===== src/rtl/idct_pkg.sv =====
// idct_pkg: shared sample/frame constants, bank state and write-address permutation
package idct_pkg;
    localparam int DATA_W = 16;
    localparam int BLK_N = 64;
    localparam logic MODE_8X8 = 1'b1;
    localparam logic MODE_4X4 = 1'b0;
    typedef enum logic [1:0] {EMPTY, FILLING, FULL, DRAINING} bank_state_t;
    function automatic logic [5:0] perm_addr(input logic [5:0] k, input logic mode);
        return mode == MODE_4X4 ? {k[5:4], k[1:0], k[3:2]} : {k[2:0], k[5:3]};
    endfunction
endpackage


===== src/rtl/block_reorder_out_if.sv =====
// block_reorder_out_if: column-order sample input stream and raster-order output stream
interface block_reorder_out_if #(parameter int DATA_W = idct_pkg::DATA_W);
    logic in_valid, in_ready, in_mode, out_valid, out_ready, out_mode, out_last;
    logic [DATA_W-1:0] in_data, out_data;
    modport slave (
        input in_valid, in_data, in_mode, out_ready,
        output in_ready, out_valid, out_data, out_mode, out_last
    );
    modport master (
        output in_valid, in_data, in_mode, out_ready,
        input in_ready, out_valid, out_data, out_mode, out_last
    );
endinterface


===== src/rtl/reorder_ram.sv =====
// reorder_ram: one frame of sample storage, one write port and one registered read port
module reorder_ram #(
    parameter int DATA_W = 16,
    parameter int DEPTH = 64,
    localparam int AW = $clog2(DEPTH)
) (
    input  logic              clk,
    input  logic              we,
    input  logic [AW-1:0]     waddr,
    input  logic [DATA_W-1:0] wdata,
    input  logic              re,
    input  logic [AW-1:0]     raddr,
    output logic [DATA_W-1:0] rdata
);
    logic [DATA_W-1:0] mem [DEPTH];
    always_ff @(posedge clk) begin
        if (we) mem[waddr] <= wdata;
        if (re) rdata <= mem[raddr];
    end
endmodule


===== src/rtl/block_reorder_out.sv =====
// block_reorder_out: ping-pong column-to-raster reorder buffer; BLOCK_REORDER_OUT_SAT_EN saturates samples to signed 9-bit
module block_reorder_out #(
    parameter int DATA_W = idct_pkg::DATA_W,
    parameter int BLK_N = idct_pkg::BLK_N
) (
    input logic clk,
    input logic rst,
    block_reorder_out_if.slave bus
);
    import idct_pkg::*;
    localparam int AW = $clog2(BLK_N);
    bank_state_t st [2];
    bank_state_t st_nx [2];
    logic [1:0] mode_q;
    logic wr_bank, rd_bank, fr_bank;
    logic [AW-1:0] wr_cnt, rd_cnt;
    logic in_hs, out_hs, rd_iss, a_keep, wr_mode, wr_last, rd_end;
    logic [DATA_W-1:0] wr_data, rd_q, sk_data;
    logic [DATA_W-1:0] ram_q [2];
    logic rd_v, rd_last, rd_mode, rd_sel, sk_v, sk_last, sk_mode;

    assign bus.in_ready = !rst && (st[wr_bank] == EMPTY || st[wr_bank] == FILLING);
    assign in_hs = bus.in_valid && bus.in_ready;
    assign out_hs = bus.out_valid && bus.out_ready;
    assign wr_last = wr_cnt == AW'(BLK_N - 1);
    assign rd_end = rd_cnt == AW'(BLK_N - 1);
    assign wr_mode = wr_cnt == '0 ? bus.in_mode : mode_q[wr_bank];
    // The RAM output register is the head of a 2-entry queue; the skid holds the older entry.
    assign a_keep = rd_v && !(out_hs && !sk_v);
    assign rd_iss = (st[rd_bank] == FULL || st[rd_bank] == DRAINING) && !(sk_v && rd_v && !bus.out_ready);
    assign rd_q = ram_q[rd_sel];
    assign bus.out_valid = sk_v || rd_v;
    assign bus.out_data = sk_v ? sk_data : rd_v ? rd_q : '0;
    assign bus.out_mode = sk_v ? sk_mode : rd_mode;
    assign bus.out_last = sk_v ? sk_last : rd_last;

`ifdef BLOCK_REORDER_OUT_SAT_EN
    assign wr_data = $signed(bus.in_data) > 255 ? DATA_W'(255) :
                     $signed(bus.in_data) < -256 ? DATA_W'(-256) : bus.in_data;
`else
    assign wr_data = bus.in_data;
`endif

    for (genvar i = 0; i < 2; i++) begin : g_bank
        reorder_ram #(.DATA_W(DATA_W), .DEPTH(BLK_N)) u_ram (
            .clk(clk),
            .we(in_hs && wr_bank == 1'(i)),
            .waddr(perm_addr(wr_cnt, wr_mode)),
            .wdata(wr_data),
            .re(rd_iss && rd_bank == 1'(i)),
            .raddr(rd_cnt),
            .rdata(ram_q[i])
        );
    end

    always_comb begin
        for (int i = 0; i < 2; i++) begin
            st_nx[i] = st[i];
            if (in_hs && wr_bank == 1'(i)) st_nx[i] = wr_last ? FULL : FILLING;
            if (rd_iss && rd_bank == 1'(i)) st_nx[i] = DRAINING;
            if (out_hs && bus.out_last && fr_bank == 1'(i)) st_nx[i] = EMPTY;
        end
    end

    always_ff @(posedge clk) begin
        if (rst) begin
            st <= '{EMPTY, EMPTY};
            mode_q <= {2{MODE_8X8}};
            wr_bank <= 1'b0;
            rd_bank <= 1'b0;
            fr_bank <= 1'b0;
            wr_cnt <= '0;
            rd_cnt <= '0;
            rd_v <= 1'b0;
            rd_last <= 1'b0;
            rd_mode <= MODE_8X8;
            rd_sel <= 1'b0;
            sk_v <= 1'b0;
            sk_last <= 1'b0;
            sk_mode <= MODE_8X8;
            sk_data <= '0;
        end else begin
            st <= st_nx;
            if (in_hs) begin
                wr_cnt <= wr_cnt + AW'(1);
                wr_bank <= wr_last ? !wr_bank : wr_bank;
                if (wr_cnt == '0) mode_q[wr_bank] <= bus.in_mode;
            end
            if (rd_iss) begin
                rd_cnt <= rd_cnt + AW'(1);
                rd_bank <= rd_end ? !rd_bank : rd_bank;
                rd_last <= rd_end;
                rd_mode <= mode_q[rd_bank];
                rd_sel <= rd_bank;
            end
            if (out_hs && bus.out_last) fr_bank <= !fr_bank;
            rd_v <= rd_iss || a_keep;
            if (rd_iss && a_keep) begin
                sk_v <= 1'b1;
                {sk_data, sk_mode, sk_last} <= {rd_q, rd_mode, rd_last};
            end else if (out_hs && sk_v) begin
                sk_v <= 1'b0;
            end
        end
    end
endmodule


===== src/flat_wrapper.sv =====
// flat-port wrapper written by rule: the top's interface ports become plain ports
module block_reorder_out_flat import idct_pkg::*;
#(
    parameter int DATA_W = idct_pkg::DATA_W,
    parameter int BLK_N = idct_pkg::BLK_N
)
  (clk, rst, bus_in_valid, bus_in_data, bus_in_mode, bus_out_ready, bus_in_ready, bus_out_valid, bus_out_data, bus_out_mode, bus_out_last);
  block_reorder_out_if #(.DATA_W(DATA_W)) bus_i ();
  input logic clk;
  input logic rst;
  input wire logic [$bits(bus_i.in_valid)-1:0] bus_in_valid;
  input wire logic [$bits(bus_i.in_data)-1:0] bus_in_data;
  input wire logic [$bits(bus_i.in_mode)-1:0] bus_in_mode;
  input wire logic [$bits(bus_i.out_ready)-1:0] bus_out_ready;
  output wire logic [$bits(bus_i.in_ready)-1:0] bus_in_ready;
  output wire logic [$bits(bus_i.out_valid)-1:0] bus_out_valid;
  output wire logic [$bits(bus_i.out_data)-1:0] bus_out_data;
  output wire logic [$bits(bus_i.out_mode)-1:0] bus_out_mode;
  output wire logic [$bits(bus_i.out_last)-1:0] bus_out_last;
  assign bus_i.in_valid = bus_in_valid;
  assign bus_i.in_data = bus_in_data;
  assign bus_i.in_mode = bus_in_mode;
  assign bus_i.out_ready = bus_out_ready;
  assign bus_in_ready = bus_i.in_ready;
  assign bus_out_valid = bus_i.out_valid;
  assign bus_out_data = bus_i.out_data;
  assign bus_out_mode = bus_i.out_mode;
  assign bus_out_last = bus_i.out_last;
  block_reorder_out #(.DATA_W(DATA_W), .BLK_N(BLK_N)) u_core (.clk(clk), .rst(rst), .bus(bus_i));
endmodule

===== config.mk =====
export PLATFORM = sky130hd
export DESIGN_NAME = block_reorder_out_flat
export DESIGN_NICKNAME = d
export VERILOG_FILES = /design/src/rtl/idct_pkg.sv /design/src/rtl/block_reorder_out_if.sv /design/src/rtl/reorder_ram.sv /design/src/rtl/block_reorder_out.sv /design/src/flat_wrapper.sv
export SDC_FILE = /design/constraint.sdc
export NUM_CORES = 2
export LEC_CHECK = 0
export CORE_AREA = 5 5 351 353
export CTS_BUF_LIST = sky130_fd_sc_hd__clkbuf_8
export CTS_CLUSTER_DIAMETER = 40
export DETAILED_ROUTE_END_ITERATION = 8
export DIE_AREA = 0 0 356 358
export PLACE_DENSITY = 0.85
export REMOVE_ABC_BUFFERS = 1
export SLEW_MARGIN = 20
export SYNTH_ARGS = -nofsm -noshare
export SYNTH_HDL_FRONTEND = slang
export SYNTH_HIERARCHICAL = 1
export SYNTH_SLANG_ARGS = --single-unit

===== constraint.sdc =====
create_clock -name clk -period 8.4 [get_ports clk]
set_input_delay 1.68 -clock clk [delete_from_list [all_inputs] [get_ports clk]]
set_output_delay 1.68 -clock clk [all_outputs]
set_load 0.1 [all_outputs]

**Word-level counts from Yosys, hierarchy flattened**

Memories as Yosys holds them, arrays and structs flattened. A register that Yosys moved wholly into a read port is not among the register bits.
Cells that the tools add are included.
W data, S select, Z words.

- Memory bits (writable): 2048
- Input port bits: 21
- Memories: 2
- Flip-flop bits (word level): 44

Memories:

| name | words | width | read ports | clocked after memory_dff | wr ports | RTL line | source |
|---|---|---|---|---|---|---|---|
| u_core.g_bank[0].u_ram.mem | 64 | 16 | 1 | 1 | 1 | reorder_ram.sv:15 | `logic [DATA_W-1:0] mem [DEPTH];` |
| u_core.g_bank[1].u_ram.mem | 64 | 16 | 1 | 1 | 1 | reorder_ram.sv:15 |  |

- Equal/unequal tests: 5
- Add/sub/neg operators: 2
- Order comparisons: 6
- Bitwise gates (word level): 6
- Multiplexer cells: 33
- Reduce and logical (&&, ||, !) cells: 40

Operator list:

| kind | count |
|---|---|
| $mux W16 | 5 |
| $mux W2 | 11 |
| $logic_and A1 B1 Y1 | 18 |
| $mux W1 | 14 |
| $add A6 B1 Y6 const B | 2 |
| $eq A6 B6 Y1 const B | 2 |
| $logic_not A1 Y1 | 8 |
| $ge A2 B2 Y1 const B | 3 |
| $logic_not A6 Y1 | 1 |
| $mux W6 | 1 |
| $not A1 Y2 | 3 |
| $reduce_and A2 Y1 | 3 |
| $reduce_bool A2 Y1 | 3 |
| $eq A2 B2 Y1 const B | 2 |
| $logic_or A1 B1 Y1 | 4 |
| $lt A1 B2 Y1 const B | 2 |
| $reduce_or A2 Y1 | 2 |
| $not A1 Y1 | 3 |
| $bwmux W2 | 1 |
| $eq A2 B1 Y1 const B | 1 |
| $logic_not A2 Y1 | 1 |
| $demux W1 S1 | 1 |
| $ge A1 B1 Y1 const B | 1 |

**Longest topological paths before layout**

- Word-level depth: 11
- Gate-level depth with buffers: 10
- Depth with buffers taken out: 8

**By module**

Netlist, hierarchy kept.

Modules (own cells, without submodules):

| module | area an instance (um^2) | sequential area each (um^2) | cells each | instances |
|---|---|---|---|---|
| reorder_ram | 40202.3 | 31230.0 | 1829 | 2 |
| block_reorder_out | 2431.1 | 840.8 | 290 | 1 |

**Least setup slack after synthesis**

OpenSTA, ideal clock, no wires.

- Kind: input to output
- Start: input port rst
- End: output port bus_in_ready
- Arrival time: 3.555 ns
- Data required time: 6.720 ns
- Buffers on the path: 3
- Path slack: 3.165 ns
- Stages: 4
- Path through: clkbuf_1 > clkbuf_1 > buf_1 > nor2_1

- Word-level cells in the longest chain between the ends: 2

Ends and longest elaborated chain:

| item | RTL line | source |
|---|---|---|
| start: declaration | flat_wrapper.sv:10 | `input logic rst;` |
| $logic_not A1 Y1 | block_reorder_out.sv:22 | `assign bus.in_ready = !rst && (st[wr_bank] == EMPTY \|\| st[wr_bank] == FILLING);` |
| $logic_and A1 B1 Y1 | block_reorder_out.sv:22 |  |
| end: declaration | flat_wrapper.sv:15 | `output wire logic [$bits(bus_i.in_ready)-1:0] bus_in_ready;` |

Every way passes these cells.

**Final worst setup path**

- Start: register u_core.rd_sel
- End: output port bus_out_data[10]

- Word-level cells in the longest chain between the ends: 6

Ends and longest elaborated chain:

| item | RTL line | source |
|---|---|---|
| start: declaration | block_reorder_out.sv:20 | `logic rd_v, rd_last, rd_mode, rd_sel, sk_v, sk_last, sk_mode;` |
| start signal: assignment | block_reorder_out.sv:94 | `rd_sel <= rd_bank;` |
| $not A1 Y2 (not written as such) | block_reorder_out.sv:31 | `assign rd_q = ram_q[rd_sel];` |
| $mux W16 (not written as such) (3 in a row) | block_reorder_out.sv:31 |  |
| $mux W16 (2 in a row) | block_reorder_out.sv:33 | `assign bus.out_data = sk_v ? sk_data : rd_v ? rd_q : '0;` |
| end: declaration | flat_wrapper.sv:17 | `output wire logic [$bits(bus_i.out_data)-1:0] bus_out_data;` |

Every way passes these cells. The select of a mux whose other input is x is not followed.

==> key figures <==
Clock tree
  – CTS Root Cell: clkbuf_8
  – Hold-fix buffers, CTS: 0
  – Worst-skew pair later-pin latency: 1.00 ns
  – H-Tree Depth: 5
  – CTS tree: done
  – Clock slew seen by the registers of the worst setup and hold paths: 0.06 ns
  – Post-CTS sizing: 0
  – Num CTS Buffers: 325
  – Clock sinks: 2122
  – Post-CTS setup buffers: 0
  – CTS Buffer Depth: 4

Min path
  – Hold depth: 1
  – Hold Path Class: flip-flop to flip-flop
  – Min-delay src: u_core/fr_bank
  – Hold Path End: u_core/st[1]

Synth
  – Synthesized flop and latch total: 2122
  – Mean Syn Cell Area: 21.0 sq um
  – Post-synthesis async set-or-reset flop share: 0%
  – Yosys warns: 6
  – Largest area contributor in the netlist: edfxtp_1
  – Most frequent cells after synthesis: 2080 x edfxtp_1, 440 x mux4_2, 193 x mux2i_1
  – Share of the synthesized area in the top cell type: 75.4%
  – Post-Syn Area: 82800 sq um
  – Top FF cell, synth: edfxtp_1
  – Seq/Total Area, Yosys: 76.4%
  – Top-count cell post-synth: edfxtp_1
  – Cells after Synth: 3948
  – Ranking of synthesized cells by area: edfxtp_1 75%, mux4_2 12%, mux2i_1 2.3%
  – Number of synthesized flops with an enable pin: 2080
  – Cell variety after synth: 66

Route
  – Avg WL per Cell: 33.9 um
  – Vias/cell: 7.22
  – Final ANT Viol Nets: 0
  – DR iter-0 viols: 8418
  – Remaining DRCs: 1
  – Final wirelength: 207000 um
  – Vias: 44077
  – DRT Pass-1 Iters: 9

Critical path
  – Crit. End Element: output pin
  – Reg2Reg Depth: 8
  – Type of the worst setup path: flip-flop to output pin
  – Worst R2R Setup Slack: 3.75 ns
  – Crit Reg-Reg Endpoint: u_core/g_bank[1].u_ram/mem[15][5]
  – CP max stage cell: clkdlybuf4s50_1
  – Startpoint class of the critical path: flip-flop
  – CP arrival: 3.86 ns
  – Peak fanout along the critical path: 17
  – R2R Path Start: u_core/wr_cnt[0]
  – Critical Path, Cell by Cell: mux2i_1 -> o21ai_0 -> clkdlybuf4s50_1
  – Critical path's largest stage delay: 1.19 ns
  – Critical Path RT: 6.72 ns

Placement
  – DP HPWL: 113000 um
  – RePlAce Congestion: 0.902
  – Port-buffer cells: 40

Finish
  – Layout cells sized above 1: 25.1%
  – Synth-to-layout area growth: 9.71%
  – Post-Route Utilization: 76.1%
  – Final nets: 4282

GRT
  – Number of global-route vias before repair: 44290
  – Initial antenna violation count: 13
  – First-pass GRT wire length: 301000 um
  – Largest net degree at the start of global routing: 132
  – Total GRT Usage: 32.9%
  – Grt ovf: 0

STA
  – Final setup violation count: 0
  – Max-slew headroom: 20.0%
  – Final Slew Violations: 0
  – RSZ-0062 raised after global routing: no
  – Worst-margin pin slew: 1.20 ns
  – Fmax: 181 MHz
  – Final hold vios: 0
  – Period utilization: 65.9%
  – Fin crit period: 5.54 ns
  – Hold slack: 0.506 ns
  – Clk_skew: 0.0513 ns

Status
  – Status: finished with violations
  – Failing checks: DRC

Job
  – Number of max-cap violations: 0

Die
  – Row count: 127
  – Starting Density: 69.3%
  – I/O pin count: 41
  – Die height: 358 um
  – Core box area: 119000 sq um
  – Die Footprint: 127000 sq um
  – Die width: 356 um

Pwr
  – PwrDens: 217 nW/um^2
  – Maximum vdd drop: 168 uV
  – Overall power: 19.7 mW
  – Leakage power: 27.7 nW
-- worst max path at each step --
stage,startpoint,end,slack [ns],cells past startpoint
floorplan,u_core/rd_cnt[0],u_core/g_bank[0].u_ram/rdata[6],-15.21,4
global placement,bus_in_mode,u_core/g_bank[0].u_ram/mem[27][13],3.00,6
detailed placement,bus_in_mode,u_core/g_bank[1].u_ram/mem[38][10],2.92,6
CTS,u_core/rd_v,bus_out_data[6],2.91,3
global route,u_core/rd_v,bus_out_data[6],2.65,3
finish,u_core/rd_sel,bus_out_data[10],2.86,3
-- per-layer routing --
metal  vias to the layer above  track usage [%]  wire length [um]
met3                       760             9.78             29900
met2                      4129             51.5            100000
met1                     22046             44.5             66900
met5                         -                0                90
li1                      17132                -                 -
met4                        10             13.8              9890
-- per-stage QoR --
| step | TNS [ns] | area (sq um) | cells | worst slack (ns) |
|---|---|---|---|---|
| 5_1_grt | 0 | 90900 | 6098 | 2.65 |
| 4_1_cts | 0 | 90800 | 6094 | 2.91 |
| 3_3_place_gp | 0 | 85100 | 5542 | 3.00 |
| 3_5_place_dp | 0 | 85100 | 5542 | 2.92 |
| 6_report | 0 | 90900 | 6104 | 2.86 |
| 2_1_floorplan | -580.94 | 81200 | 3715 | -15.21 |
-- cell families after synthesis --
kind of cell / count (synthesis) / synth area share [%]
DFF: 2122 / 76.4
muxes: 704 / 15.4
and+or+nand+nor: 533 / 3.15
AOI/OAI and AO/OA: 346 / 3.02
buffers and inverters: 239 / 1.95
adders and majority gates: 3 / 0.0453
xor gates and xnor gates: 1 / 0.0106
-- layout by cell type, fill, tap and decap left out, types with 23 or more instances in the layout --
cell / instances
nor2b_1: 65
clkinv_1: 84
dfxtp_1: 37
mux2i_1: 193
clkdlybuf4s50_1: 23
clkinv_2: 37
mux4_2: 440
nand2_1: 150
nand4_1: 26
a22oi_1: 78
clkbuf_8: 330
buf_4: 182
inv_1: 85
edfxtp_1: 2080
mux2_2: 63
o21ai_0: 34
a21oi_1: 45
nor2_1: 150
nand3_1: 61
a211oi_1: 33
a221oi_1: 32
a31oi_1: 32
-- sequential cells by signal, indices dropped and copies added (netlist names) --
signal / cells
u_core/wr_cnt: 6
u_core/rd_cnt: 6
u_core/sk_data: 16
u_core/rd_sel: 1
u_core/sk_mode: 1
u_core/g_bank.u_ram/mem: 2048
u_core/rd_v: 1
u_core/wr_bank: 1
u_core/sk_last: 1
u_core/rd_mode: 1
u_core/rd_last: 1
u_core/sk_v: 1
u_core/fr_bank: 1
u_core/g_bank.u_ram/rdata: 32
u_core/st: 2
u_core/rd_bank: 1
u_core/mode_q: 2
-- critical path: cells and delay by family, from the launching register on --
family          cells  cell delay, ns
compound gates      1            0.31
buf+inv             1            1.19
flops               1            0.97
mux                 1            0.41
-- area by class of cell --
type | count | area (sq um)
Inverter | 6 | 22.5
Multi-Input combinational cell | 1587 | 18000
Clock buffer | 330 | 4540
Tap cell | 1612 | 2020
Clock inverter | 222 | 1190
Fill cell | 5533 | 28600
Sequential cell | 2122 | 63300
Timing Repair Buffer | 216 | 1780
Antenna cell | 9 | 22.5
-- where the power goes --
group          internal, mW  switching (mW)  total, mW  leakage, nW
registers              11.6         0.00409       11.6         19.0
logic                0.0307           0.252      0.283         5.43
clock network          3.95            3.86       7.81         3.24
Note: power is estimated with default switching activity, not from simulation.
==> RTL edit, RTL diff (same settings) <==
Build with the macro `BLOCK_REORDER_OUT_SAT_EN` defined.
--- a/src/rtl/block_reorder_out.sv
+++ b/src/rtl/block_reorder_out.sv
@@ -1,3 +1,5 @@
 // block_reorder_out: ping-pong column-to-raster reorder buffer; BLOCK_REORDER_OUT_SAT_EN saturates samples to signed 9-bit
+`define BLOCK_REORDER_OUT_SAT_EN
+
 module block_reorder_out #(
     parameter int DATA_W = idct_pkg::DATA_W,
Function: no difference found for any inputs over 4 cycles, from zero or initial values and one cycle with rst high; that may be too few to reach the edited logic, so the function may still have changed.
==> RTL edit against the original RTL <==
Worst hold slack gained 0.017 ns. Area after synthesis grew 0.21%. Global-route usage shrank 0.74 points. Power shrank 0.30%. Count of clock-buffer cells in the layout grew 7. Sequential cell count is the same. Worst setup slack lost 0.58 ns. Wire length shrank 2.1%. Cell area grew 0.54%. Largest cell class unchanged. Largest power group unchanged.
==> RTL edit: results <==
worst_setup_path:
  slowest_delay_ns: 1.29
  crit_arrival_ns: 4.44
  crit-reg2reg-launch: "u_core/rd_cnt[1]"
  cpLargestDelayFamily: "buffers and inverters"
  crit_fanout: 48
  rr_worst_depth: 6
  timing.rr.end: "u_core/g_bank[0].u_ram/rdata[9]"
  r2r_slack_ns: 3.71
cts:
  cts_inserted_buffers: 330
  cts_buffer_depth: 4
hold_path:
  whs_endpoint: "u_core/sk_mode"
  hold_start: "u_core/sk_mode"
  min_path_cells: 2
timing:
  relSlewSlack_pct: 16.60
  clock_skew_ns: 0.03933
yosys:
  ys_async_sr_fraction_pct: 0
  synth_common_cells: "edfxtp_1 (2080), mux4_2 (440), mux2i_1 (193)"
  synth-edff-count: 2080
  ys_seq_area_share_pct: 76.26
  ys_types: 64
  synth.top_cells.by_area: "edfxtp_1 (75%), mux4_2 (12%), mux2i_1 (2.3%)"
global_routing:
  grt_max_degree: 127
  grt_pass1_wl_um: 294800
  track_usage_pct: 32.18
  antenna_found_initial: 11
pwr:
  ir_worst_vdd_v: 0.0001972
  p_leak_nw: 27.97
drt:
  num_vias: 43782
  drtIter0Drc: 7600
  drt_pass1_iterations: 7
  finalWirelength_um: 202300
placed_design:
  portBuffers: 40
  place.detailed.hpwl_um: 113100
  place_congestion: 0.8928
  place_ws_ns: 2.383
outcome:
  status: "completed"
finish:
  drive_above_1_share_pct: 24.91
  final_nets: 4359
RTL edit: tightest hold or removal path: stages, from the launching register on:
cell,delay [ns]
dfxtp_1,0.31
nor2_1,0.10
mux2i_1,0.07
RTL edit: logic make-up after synthesis:
group / count (synthesis) / share of synthesized area [%]
fa+ha+maj: 4 / 0.06030
simple gates: 550 / 3.226
buf+inv: 250 / 1.984
mux: 703 / 15.36
xor+xnor: 1 / 0.01960
compound gates: 358 / 3.092
flops: 2122 / 76.26
RTL edit: final cells by class:
class,count,area (sq um)
Sequential cell,2122,63320
Fill cell,5667,28130
Antenna cell,4,10.01
Inverter,17,63.81
Clock buffer,337,4638
Multi-Input combinational cell,1616,18250
Clock inverter,217,997.2
Tap cell,1612,2017
Timing Repair Buffer,247,2069
RTL edit: how the worst max path moves through the flow:
stage	cells past startpoint	start	to	slack (ns)
finish	4	rst	bus_in_ready	2.28
detailed placement	4	rst	bus_in_ready	2.38
floorplan	4	u_core/rd_cnt[0]	u_core/g_bank[0].u_ram/rdata[6]	-15.21
global route	4	rst	bus_in_ready	2.20
global placement	4	rst	bus_in_ready	2.36
CTS	4	rst	bus_in_ready	2.36
RTL edit: metrics by stage:
stage / hold slack (ns) / std cells / cell area, sq um
after detailed placement: 0.5160 / 5611 / 85660
final: 0.5228 / 6172 / 91370
after global placement: 0.4860 / 5611 / 85660
after CTS: 0.5272 / 6165 / 91290
after global routing: 0.5451 / 6169 / 91360
after floorplan: 0.4553 / 3755 / 81420
RTL edit: power breakdown:
group / total (mW) / switching, mW / internal (mW)
clock network: 7.63 / 3.81 / 3.83
registers: 11.7 / 0.00368 / 11.7
logic: 0.356 / 0.305 / 0.0512
total: 19.7 / 4.11 / 15.5
RTL edit: per-layer routing:
| metal | wire [um] | GRT usage (%) | up-vias | share of wire (%) |
|---|---|---|---|---|
| met2 | 95120 | 48.86 | 3809 | 47 |
| met4 | 10130 | 14.12 | 10 | 5.0 |
| met3 | 29950 | 10.06 | 687 | 15 |
| met1 | 67060 | 44.32 | 21976 | 33 |
| li1 | - | - | 17300 | - |
| met5 | 101 | 0 | - | 0.050 |
